`config.mk`:
```
export PLATFORM = sky130hd
export DESIGN_NAME = wt_dcache_rd_missunit
export DESIGN_NICKNAME = d
export VERILOG_FILES = /design/src/rtl/wt_dcache_rd_missunit.sv
export SDC_FILE = /design/constraint.sdc
export NUM_CORES = 1
export LEC_CHECK = 0
export CORE_AREA = 2 2 216 218
export CTS_CLUSTER_DIAMETER = 200
export DETAILED_ROUTE_END_ITERATION = 6
export DIE_AREA = 0 0 218 220
export GPL_TIMING_DRIVEN = 0
export HOLD_SLACK_MARGIN = 0.1
export PLACE_DENSITY = 0.63
export SYNTH_ARGS = -nofsm -noshare
export SYNTH_HDL_FRONTEND = slang
export SYNTH_SLANG_ARGS = --single-unit
```
`constraint.sdc`:
```
create_clock -name clk_i -period 2.94 [get_ports clk_i]
set_clock_uncertainty 0.1 [all_clocks]
set_input_delay 0.882 -clock clk_i [delete_from_list [all_inputs] [get_ports clk_i]]
set_output_delay 0.882 -clock clk_i [all_outputs]
set_load 0.01 [all_outputs]
```
`src/rtl/wt_dcache_rd_missunit.sv`:
```
// Read-miss responder for the write-through L1 dcache: one outstanding miss,
// memory fetch, optional refill of the chosen way, then a single word return.
module wt_dcache_rd_missunit #(
  parameter int unsigned DCACHE_SET_ASSOC    = 8,
  parameter int unsigned DCACHE_LINE_WIDTH   = 128,
  parameter int unsigned DCACHE_TAG_WIDTH    = 52,
  parameter int unsigned DCACHE_CL_IDX_WIDTH = 8,
  parameter int unsigned DCACHE_OFFSET_WIDTH = 4,
  parameter int unsigned CACHE_ID_WIDTH      = 4,
  parameter logic [7:0]  LfsrSeed            = 8'hFF
) (
  input  logic                           clk_i,
  input  logic                           rst_ni,
  input  logic                           miss_req_i,
  output logic                           miss_ack_o,
  output logic                           miss_replay_o,
  input  logic [63:0]                    miss_paddr_i,
  input  logic [2:0]                     miss_size_i,
  input  logic                           miss_nc_i,
  input  logic                           miss_approx_i,
  input  logic [DCACHE_SET_ASSOC-1:0]    miss_vld_bits_i,
  input  logic [CACHE_ID_WIDTH-1:0]      miss_id_i,
  output logic                           miss_rtrn_vld_o,
  output logic [63:0]                    rtrn_data_o,
  input  logic                           wr_idx_busy_i,
  output logic                           mem_data_req_o,
  input  logic                           mem_data_ack_i,
  output logic [63:0]                    mem_paddr_o,
  output logic [2:0]                     mem_size_o,
  output logic                           mem_nc_o,
  output logic                           mem_approx_o,
  output logic [CACHE_ID_WIDTH-1:0]      mem_id_o,
  input  logic                           mem_rtrn_vld_i,
  input  logic [CACHE_ID_WIDTH-1:0]      mem_rtrn_id_i,
  input  logic [DCACHE_LINE_WIDTH-1:0]   mem_rtrn_data_i,
  output logic                           wr_cl_vld_o,
  input  logic                           wr_cl_ack_i,
  output logic [DCACHE_TAG_WIDTH-1:0]    wr_cl_tag_o,
  output logic [DCACHE_CL_IDX_WIDTH-1:0] wr_cl_idx_o,
  output logic [DCACHE_SET_ASSOC-1:0]    wr_cl_way_oh_o,
  output logic [DCACHE_LINE_WIDTH-1:0]   wr_cl_data_o
);

  localparam int unsigned WAY_W = (DCACHE_SET_ASSOC > 1) ? $clog2(DCACHE_SET_ASSOC) : 1;

  typedef enum logic [2:0] {IDLE, MEM_REQ, MEM_WAIT, REFILL, RTRN} state_e;

  state_e                         state_q, state_d;
  logic [7:0]                     lfsr_q, lfsr_d;
  logic [63:0]                    paddr_q, paddr_d;
  logic [2:0]                     size_q, size_d;
  logic                           nc_q, nc_d;
  logic                           approx_q, approx_d;
  logic [CACHE_ID_WIDTH-1:0]      id_q, id_d;
  logic [DCACHE_SET_ASSOC-1:0]    way_oh_q, way_oh_d;
  logic [DCACHE_LINE_WIDTH-1:0]   line_q, line_d;
  logic [DCACHE_SET_ASSOC-1:0]    inv_oh, rnd_oh;
  logic                           all_vld;

  // Gated with reset so nothing leaks out while the block is held in reset.
  assign miss_ack_o    = rst_ni & (state_q == IDLE) & miss_req_i & ~wr_idx_busy_i;
  assign miss_replay_o = rst_ni & (state_q == IDLE) & miss_req_i &  wr_idx_busy_i;
  assign all_vld       = &miss_vld_bits_i;

  always_comb begin
    inv_oh = '0;
    for (int i = DCACHE_SET_ASSOC - 1; i >= 0; i--) begin
      if (!miss_vld_bits_i[i]) begin
        inv_oh    = '0;
        inv_oh[i] = 1'b1;
      end
    end
    rnd_oh = '0;
    rnd_oh[lfsr_q[WAY_W-1:0]] = 1'b1;
  end

  always_comb begin
    state_d  = state_q;
    lfsr_d   = lfsr_q;
    paddr_d  = paddr_q;
    size_d   = size_q;
    nc_d     = nc_q;
    approx_d = approx_q;
    id_d     = id_q;
    way_oh_d = way_oh_q;
    line_d   = line_q;
    case (state_q)
      IDLE: begin
        if (miss_ack_o) begin
          paddr_d  = miss_paddr_i;
          size_d   = miss_nc_i ? miss_size_i : 3'b111;
          nc_d     = miss_nc_i;
          approx_d = miss_approx_i;
          id_d     = miss_id_i;
          way_oh_d = miss_nc_i ? '0 : (all_vld ? rnd_oh : inv_oh);
          // The LFSR only moves when it actually picks the victim.
          if (!miss_nc_i && all_vld)
            lfsr_d = {lfsr_q[6:0], lfsr_q[7] ^ lfsr_q[5] ^ lfsr_q[4] ^ lfsr_q[3]};
          state_d = MEM_REQ;
        end
      end
      MEM_REQ:  if (mem_data_ack_i) state_d = MEM_WAIT;
      MEM_WAIT: begin
        if (mem_rtrn_vld_i && mem_rtrn_id_i == id_q) begin
          line_d  = mem_rtrn_data_i;
          state_d = nc_q ? RTRN : REFILL;
        end
      end
      REFILL:   if (wr_cl_ack_i) state_d = RTRN;
      RTRN:     state_d = IDLE;
      default:  state_d = IDLE;
    endcase
  end

  always_ff @(posedge clk_i or negedge rst_ni) begin
    if (!rst_ni) begin
      state_q  <= IDLE;
      lfsr_q   <= LfsrSeed;
      paddr_q  <= '0;
      size_q   <= '0;
      nc_q     <= 1'b0;
      approx_q <= 1'b0;
      id_q     <= '0;
      way_oh_q <= '0;
      line_q   <= '0;
    end else begin
      state_q  <= state_d;
      lfsr_q   <= lfsr_d;
      paddr_q  <= paddr_d;
      size_q   <= size_d;
      nc_q     <= nc_d;
      approx_q <= approx_d;
      id_q     <= id_d;
      way_oh_q <= way_oh_d;
      line_q   <= line_d;
    end
  end

  assign mem_data_req_o  = (state_q == MEM_REQ);
  assign mem_paddr_o     = nc_q ? paddr_q
                                : {paddr_q[63:DCACHE_OFFSET_WIDTH], {DCACHE_OFFSET_WIDTH{1'b0}}};
  assign mem_size_o      = size_q;
  assign mem_nc_o        = nc_q;
  assign mem_approx_o    = approx_q;
  assign mem_id_o        = id_q;

  assign wr_cl_vld_o     = (state_q == REFILL);
  assign wr_cl_tag_o     = paddr_q[DCACHE_OFFSET_WIDTH+DCACHE_CL_IDX_WIDTH +: DCACHE_TAG_WIDTH];
  assign wr_cl_idx_o     = paddr_q[DCACHE_OFFSET_WIDTH +: DCACHE_CL_IDX_WIDTH];
  assign wr_cl_way_oh_o  = way_oh_q;
  assign wr_cl_data_o    = line_q;

  // NC data arrives right-aligned, so only cacheable lines need word selection.
  assign miss_rtrn_vld_o = (state_q == RTRN);
  assign rtrn_data_o     = nc_q ? line_q[63:0]
                                : line_q[{paddr_q[DCACHE_OFFSET_WIDTH-1:3], 6'b0} +: 64];

endmodule

```
# After elaboration in Yosys (flattened, before gate mapping)
# Cells that the tools add are included.
[word_totals] regBits=220 inputBits=220 output_inout_bits=338 wordCells=60
[op_classes] n_lt_le_gt_ge=2 n_eq_ne=9 n_shift=1 muxes=21 n_bitwise=8 reduce_logical=10
[ops] cell="indexed part select 128 x 8 -> 64 bit" count=1
[ops] cell="2-to-1 mux 8 bit" count=10
[ops] cell="2-to-1 mux 64 bit" count=1
[ops] cell="2-to-1 mux 3 bit" count=6
[ops] cell="case mux 3 bit (4 select lines)" count=1
[ops] cell="AND reduction 8 bit" count=1
[ops] cell="equality test 3 x 2 -> 1 bit, second input constant" count=2
[ops] cell="bitwise AND 1 bit" count=4
[ops] cell="equality test 4 bit" count=1
[ops] cell="less-than comparator 3 x 4 -> 1 bit, second input constant" count=1
[ops] cell="2-to-1 mux 4 bit" count=1
[ops] cell="!= test 2 x 1 -> 1 bit, second input constant" count=2
[ops] cell="!= test 2 bit, second input constant" count=2
[ops] cell="AND reduction 2 bit" count=2
[ops] cell="AND reduction 4 bit" count=1
[ops] cell="demux 1 bit (select 3 bit)" count=1
[ops] cell="equality test 3 x 1 -> 1 bit, second input constant" count=1
[ops] cell="equality test 3 bit, second input constant" count=1
[ops] cell="greater-or-equal comparator 3 x 1 -> 1 bit, second input constant" count=1
[ops] cell="logical AND 1 bit" count=3
[ops] cell="zero test 3 bit" count=1
[ops] cell="AND reduction 3 bit" count=1
[ops] cell="XOR 1 bit" count=3
[ops] cell="zero test 1 bit" count=1
[ops] cell="2 further kinds" count=2

# Longest topological paths before layout
[logic_depth] depth_word=10 depth_mapped=8 depth_no_buf=5

# Least setup slack after synthesis
# Ideal clock, no wire load.
[synth_timing] path_kind="input to output" from="input port wr_idx_busy_i" to="output port miss_ack_o" arrival_time_ns=2.065 t_required_ns=1.958 setup_slack_ns=-0.107 path_stages=5 path_buffers=2 cell_sequence="or4b_1 > or2_1 > buf_6 > inv_1 > clkbuf_1"
[synth_between] elab_chain_cells=2
[synth_lines] element="start, declared" line_no="25" source="input logic wr_idx_busy_i,"
[synth_lines] element="NOT 1 bit" line_no="61" source="assign miss_ack_o = rst_ni & (state_q == IDLE) & miss_req_i & ~wr_idx_busy_i;"
[synth_lines] element="bitwise AND 1 bit" line_no="61"
[synth_lines] element="end, declared" line_no="15" source="output logic miss_ack_o,"
# No other way between the ends.

# Worst setup path after layout
# Same ends and word-level chain as after synthesis.

==> impl_summary.log <==
INFO  metric run_status = finished with violations
INFO  metric violations = negative setup slack
INFO  metric design.core.area = about 46000 sq um
INFO  metric ctsHtreeMaxLevel = 1
INFO  metric setup_ws = -0.215 ns
INFO  metric syn_inst = 876
INFO  metric synthesis_stage_register_bit_count = 220
INFO  metric placement.setup.worst_slack = -1.39 ns
INFO  metric synth.cell_area = roughly 10000 sq um
INFO  metric maxCapViolCount = 0
INFO  metric flow.area_growth_from_synthesis = 80.8%
INFO  metric rsz0062_at_grt = yes
INFO  metric cts_tree = done
INFO  metric crit_path_start_kind = primary input
INFO  metric maxClockFrequency = about 320 MHz
INFO  metric largest_net_degree_at_the_start_of_global_routing = 110
INFO  metric worst_setup_path_end_kind = output port
INFO  metric row_count = between 70 and 80
INFO  metric synthMostInstantiatedCell = sky130_fd_sc_hd__nand2_1
INFO  metric critical_path_arrival = about 2.2 ns
INFO  metric worstSkewPairLatency = roughly 0.54 ns
INFO  metric global_route.usage.total = 0.173
INFO  metric worst_r2r_src = state_q[1]
INFO  metric route.detailed.vias_per_inst = between 4 and 5
INFO  metric postSynth.topFlopCell = sky130_fd_sc_hd__dfrtp_1
INFO  metric timing.reg2reg.setup_slack = 0.31 ns
INFO  metric numClockSinks = 220
INFO  metric netlist_top_cells_area = sky130_fd_sc_hd__dfrtp_1 52%, sky130_fd_sc_hd__mux2_2 22%, sky130_fd_sc_hd__buf_4 8.9%, sky130_fd_sc_hd__nand2_1 8.3%, sky130_fd_sc_hd__dfstp_2 2.1%
INFO  metric dieWidth = ~220 um
INFO  metric synth_edf_count = 0
INFO  metric unique_cell_type_count_in_the_yosys_netlist = 38
INFO  metric cts_max_path_buffers = 3
INFO  metric placedInstanceArea = between 15000 and 20000 sq um
INFO  metric synthDominantAreaCellType = sky130_fd_sc_hd__dfrtp_1
INFO  metric die_height = ~220 um
INFO  metric place.gp.congestion = 0.833
INFO  metric irDropWorstVdd = about 0.68 mV
INFO  metric route.vias.total = 8673
INFO  metric detail_route.iter0.violations = between 300 and 400
INFO  metric stdcell_area = between 15000 and 20000 sq um
INFO  metric postSynthAreaPerCell = roughly 12 sq um
INFO  metric portBuffers = approximately 560
INFO  metric final-instance-count-excl-fill = ~2100
INFO  metric numCtsBuffers = 27
INFO  metric total_power = slightly below 20 mW
INFO  metric antenna_violation_net_count_after_detailed_routing = 0
INFO  metric hold_path_class = in2async
INFO  metric async_flop_share = 1.00
INFO  metric fp.dieArea = roughly 48000 sq um
INFO  metric yosys_warnings = 0
INFO  metric relSlewSlack = 0.305
INFO  metric finalWirelength = between 40000 and 50000 um
INFO  metric grt_overflow = 0
INFO  metric r2r_cells = 8
INFO  metric min_period_over_period = 1.07
INFO  metric final_period_minus_worst_setup_slack = around 3.2 ns
INFO  metric leakage_component_of_the_power = 8.43 nW
INFO  metric via_count_of_the_first_global_routing_pass = approximately 9100
INFO  metric path_max_fanout = 2
INFO  metric synth_commonest_cells = 224 x sky130_fd_sc_hd__nand2_1, 212 x sky130_fd_sc_hd__dfrtp_1, 200 x sky130_fd_sc_hd__mux2_2
INFO  metric startpoint = wr_idx_busy_i
INFO  metric start_util = 0.222
INFO  metric cts-root-buf = sky130_fd_sc_hd__clkbuf_16
INFO  metric top_level_ports = ~560
INFO  metric place.detailed.instances = 2041
INFO  metric worst-endpoint-required = between 1.5 and 2 ns
INFO  metric nets = between 1500 and 2000
INFO  metric setup_viol = 64
INFO  metric clk_transition_reported_paths = 0.05 ns
INFO  metric critPathKind = in2out
INFO  metric worstMarginPinSlew = 1.03 ns
INFO  metric timing.final.hold_violations = 0
INFO  metric layout.core_utilization = 0.401
INFO  metric grt_pass1_wl = 61300 um
INFO  metric synth_sequential_area_ratio = 0.543
INFO  metric power.density_cell_area = 1060 nW/um^2
INFO  metric crit_path_end = miss_ack_o
INFO  metric layout-drive-gt1-share = 0.328
INFO  metric drt_drc_violations_left = 0
INFO  metric synth_top_area_share = 0.522
INFO  metric dpl.hpwl = 32700 um
INFO  metric syn-num-nets = 1096
INFO  metric report.final.slew_viol_count = 0
INFO  metric initial_antenna_violation_count = 1
INFO  metric wl_per_cell = about 20 um
INFO  metric totalNegativeSetupSlack = -6.00 ns
INFO  metric r2r-end = paddr_q[18]
INFO  metric whs = around 0.23 ns
INFO  metric dr.pass1.iters = 4
-- how the worst min path moves through the flow --
| stage | startpoint | end | slack, ns |
|---|---|---|---|
| floorplan | paddr_q[0] | paddr_q[0] | 0.34 |
| global placement | paddr_q[1] | paddr_q[1] | 0.35 |
| detailed placement | paddr_q[1] | paddr_q[1] | 0.36 |
| CTS | rst_ni | mem_nc_o | 0.20 |
| global route | rst_ni | mem_nc_o | 0.21 |
| finish | rst_ni | mem_nc_o | 0.23 |
-- cell families (layout without fill, tap and decap cells) --
kind of cell	count (synthesis)	after routing	synth area share
flops	220	220	0.543
compound gates	22	22	0.0145
other cells	0	1	0
mux	203	203	0.225
buf+inv	167	802	0.108
simple gates	257	257	0.104
xor+xnor	7	7	0.00603
-- state kept, by name (all words and copies together) (netlist names) --
register	flops
wr_cl_data_o	128
paddr_q	64
lfsr_q	8
wr_cl_way_oh_o	8
mem_id_o	4
mem_size_o	3
state_q	3
mem_approx_o	1
mem_nc_o	1
-- power by group --
| group | total [mW] | switching (mW) | internal (mW) | leakage [nW] |
|---|---|---|---|---|
| combinational | 10.9 | 4.00 | 6.89 | 5.20 |
| clock | 3.19 | 1.31 | 1.88 | 0.412 |
| sequential | 5.39 | 1.11 | 4.28 | 2.81 |
| total | 19.5 | 6.42 | 13.1 | 8.43 |
-- worst max-delay path: stages --
cell,delay [ns]
sky130_fd_sc_hd__buf_6,0.10
sky130_fd_sc_hd__or4b_4,0.54
sky130_fd_sc_hd__or2_1,0.23
sky130_fd_sc_hd__buf_6,0.13
sky130_fd_sc_hd__inv_4,0.04
sky130_fd_sc_hd__clkbuf_8,0.14
sky130_fd_sc_hd__buf_6,0.10
-- per-layer routing --
metal  track usage  vias up  routed length [um]
met4        0.0565        0                1350
li1              -     4031                   -
met5             0        -                   0
met2         0.314      375               22100
met3        0.0559       48                3780
met1         0.189     4219               16000
-- layout make-up --
class                      instances  area (sq um)
tap                              607           759
inverter                           6          25.0
clock inverter                     7          63.8
buffer                           161          1270
fill                            4425         27500
antenna                            1          2.50
sequential                       220          5520
multi-input combinational        489          3810
clock buffer                      42           772
timing repair buffer             586          6150
-- placed cells by master (no fill, tap or decap), types with 4 or more instances in the layout --
master / netlist / routed
sky130_fd_sc_hd__buf_4: 120 / 133
sky130_fd_sc_hd__dfrtp_1: 212 / 211
sky130_fd_sc_hd__nor2_1: 4 / 4
sky130_fd_sc_hd__clkbuf_1: 21 / 22
sky130_fd_sc_hd__buf_1: 6 / 6
sky130_fd_sc_hd__clkbuf_16: 0 / 39
sky130_fd_sc_hd__a21oi_1: 4 / 4
sky130_fd_sc_hd__clkdlybuf4s50_1: 0 / 484
sky130_fd_sc_hd__dfstp_2: 8 / 8
sky130_fd_sc_hd__inv_1: 6 / 5
sky130_fd_sc_hd__clkbuf_8: 0 / 8
sky130_fd_sc_hd__clkinv_2: 0 / 5
sky130_fd_sc_hd__mux2_4: 0 / 64
sky130_fd_sc_hd__nand2_1: 224 / 224
sky130_fd_sc_hd__xnor2_1: 5 / 5
sky130_fd_sc_hd__buf_6: 1 / 75
sky130_fd_sc_hd__buf_2: 13 / 7
sky130_fd_sc_hd__and2_1: 4 / 4
sky130_fd_sc_hd__o21ai_0: 7 / 7
sky130_fd_sc_hd__buf_8: 0 / 4
sky130_fd_sc_hd__mux2_2: 200 / 136
-- timing repair --
| item | 4_1_cts | 5_1_grt |
|---|---|---|
| buffers inserted | 16 | 3 |
| resized for setup | 491 | 6 |
| gates cloned | 10 | 0 |
| hold buffers | 1 | 0 |
| setup endpoints to repair | 267 | 64 |
| pin swaps | 4 | 1 |
| hold endpoints to repair | 12 | 0 |
Note: power is estimated with default switching activity, not from simulation.
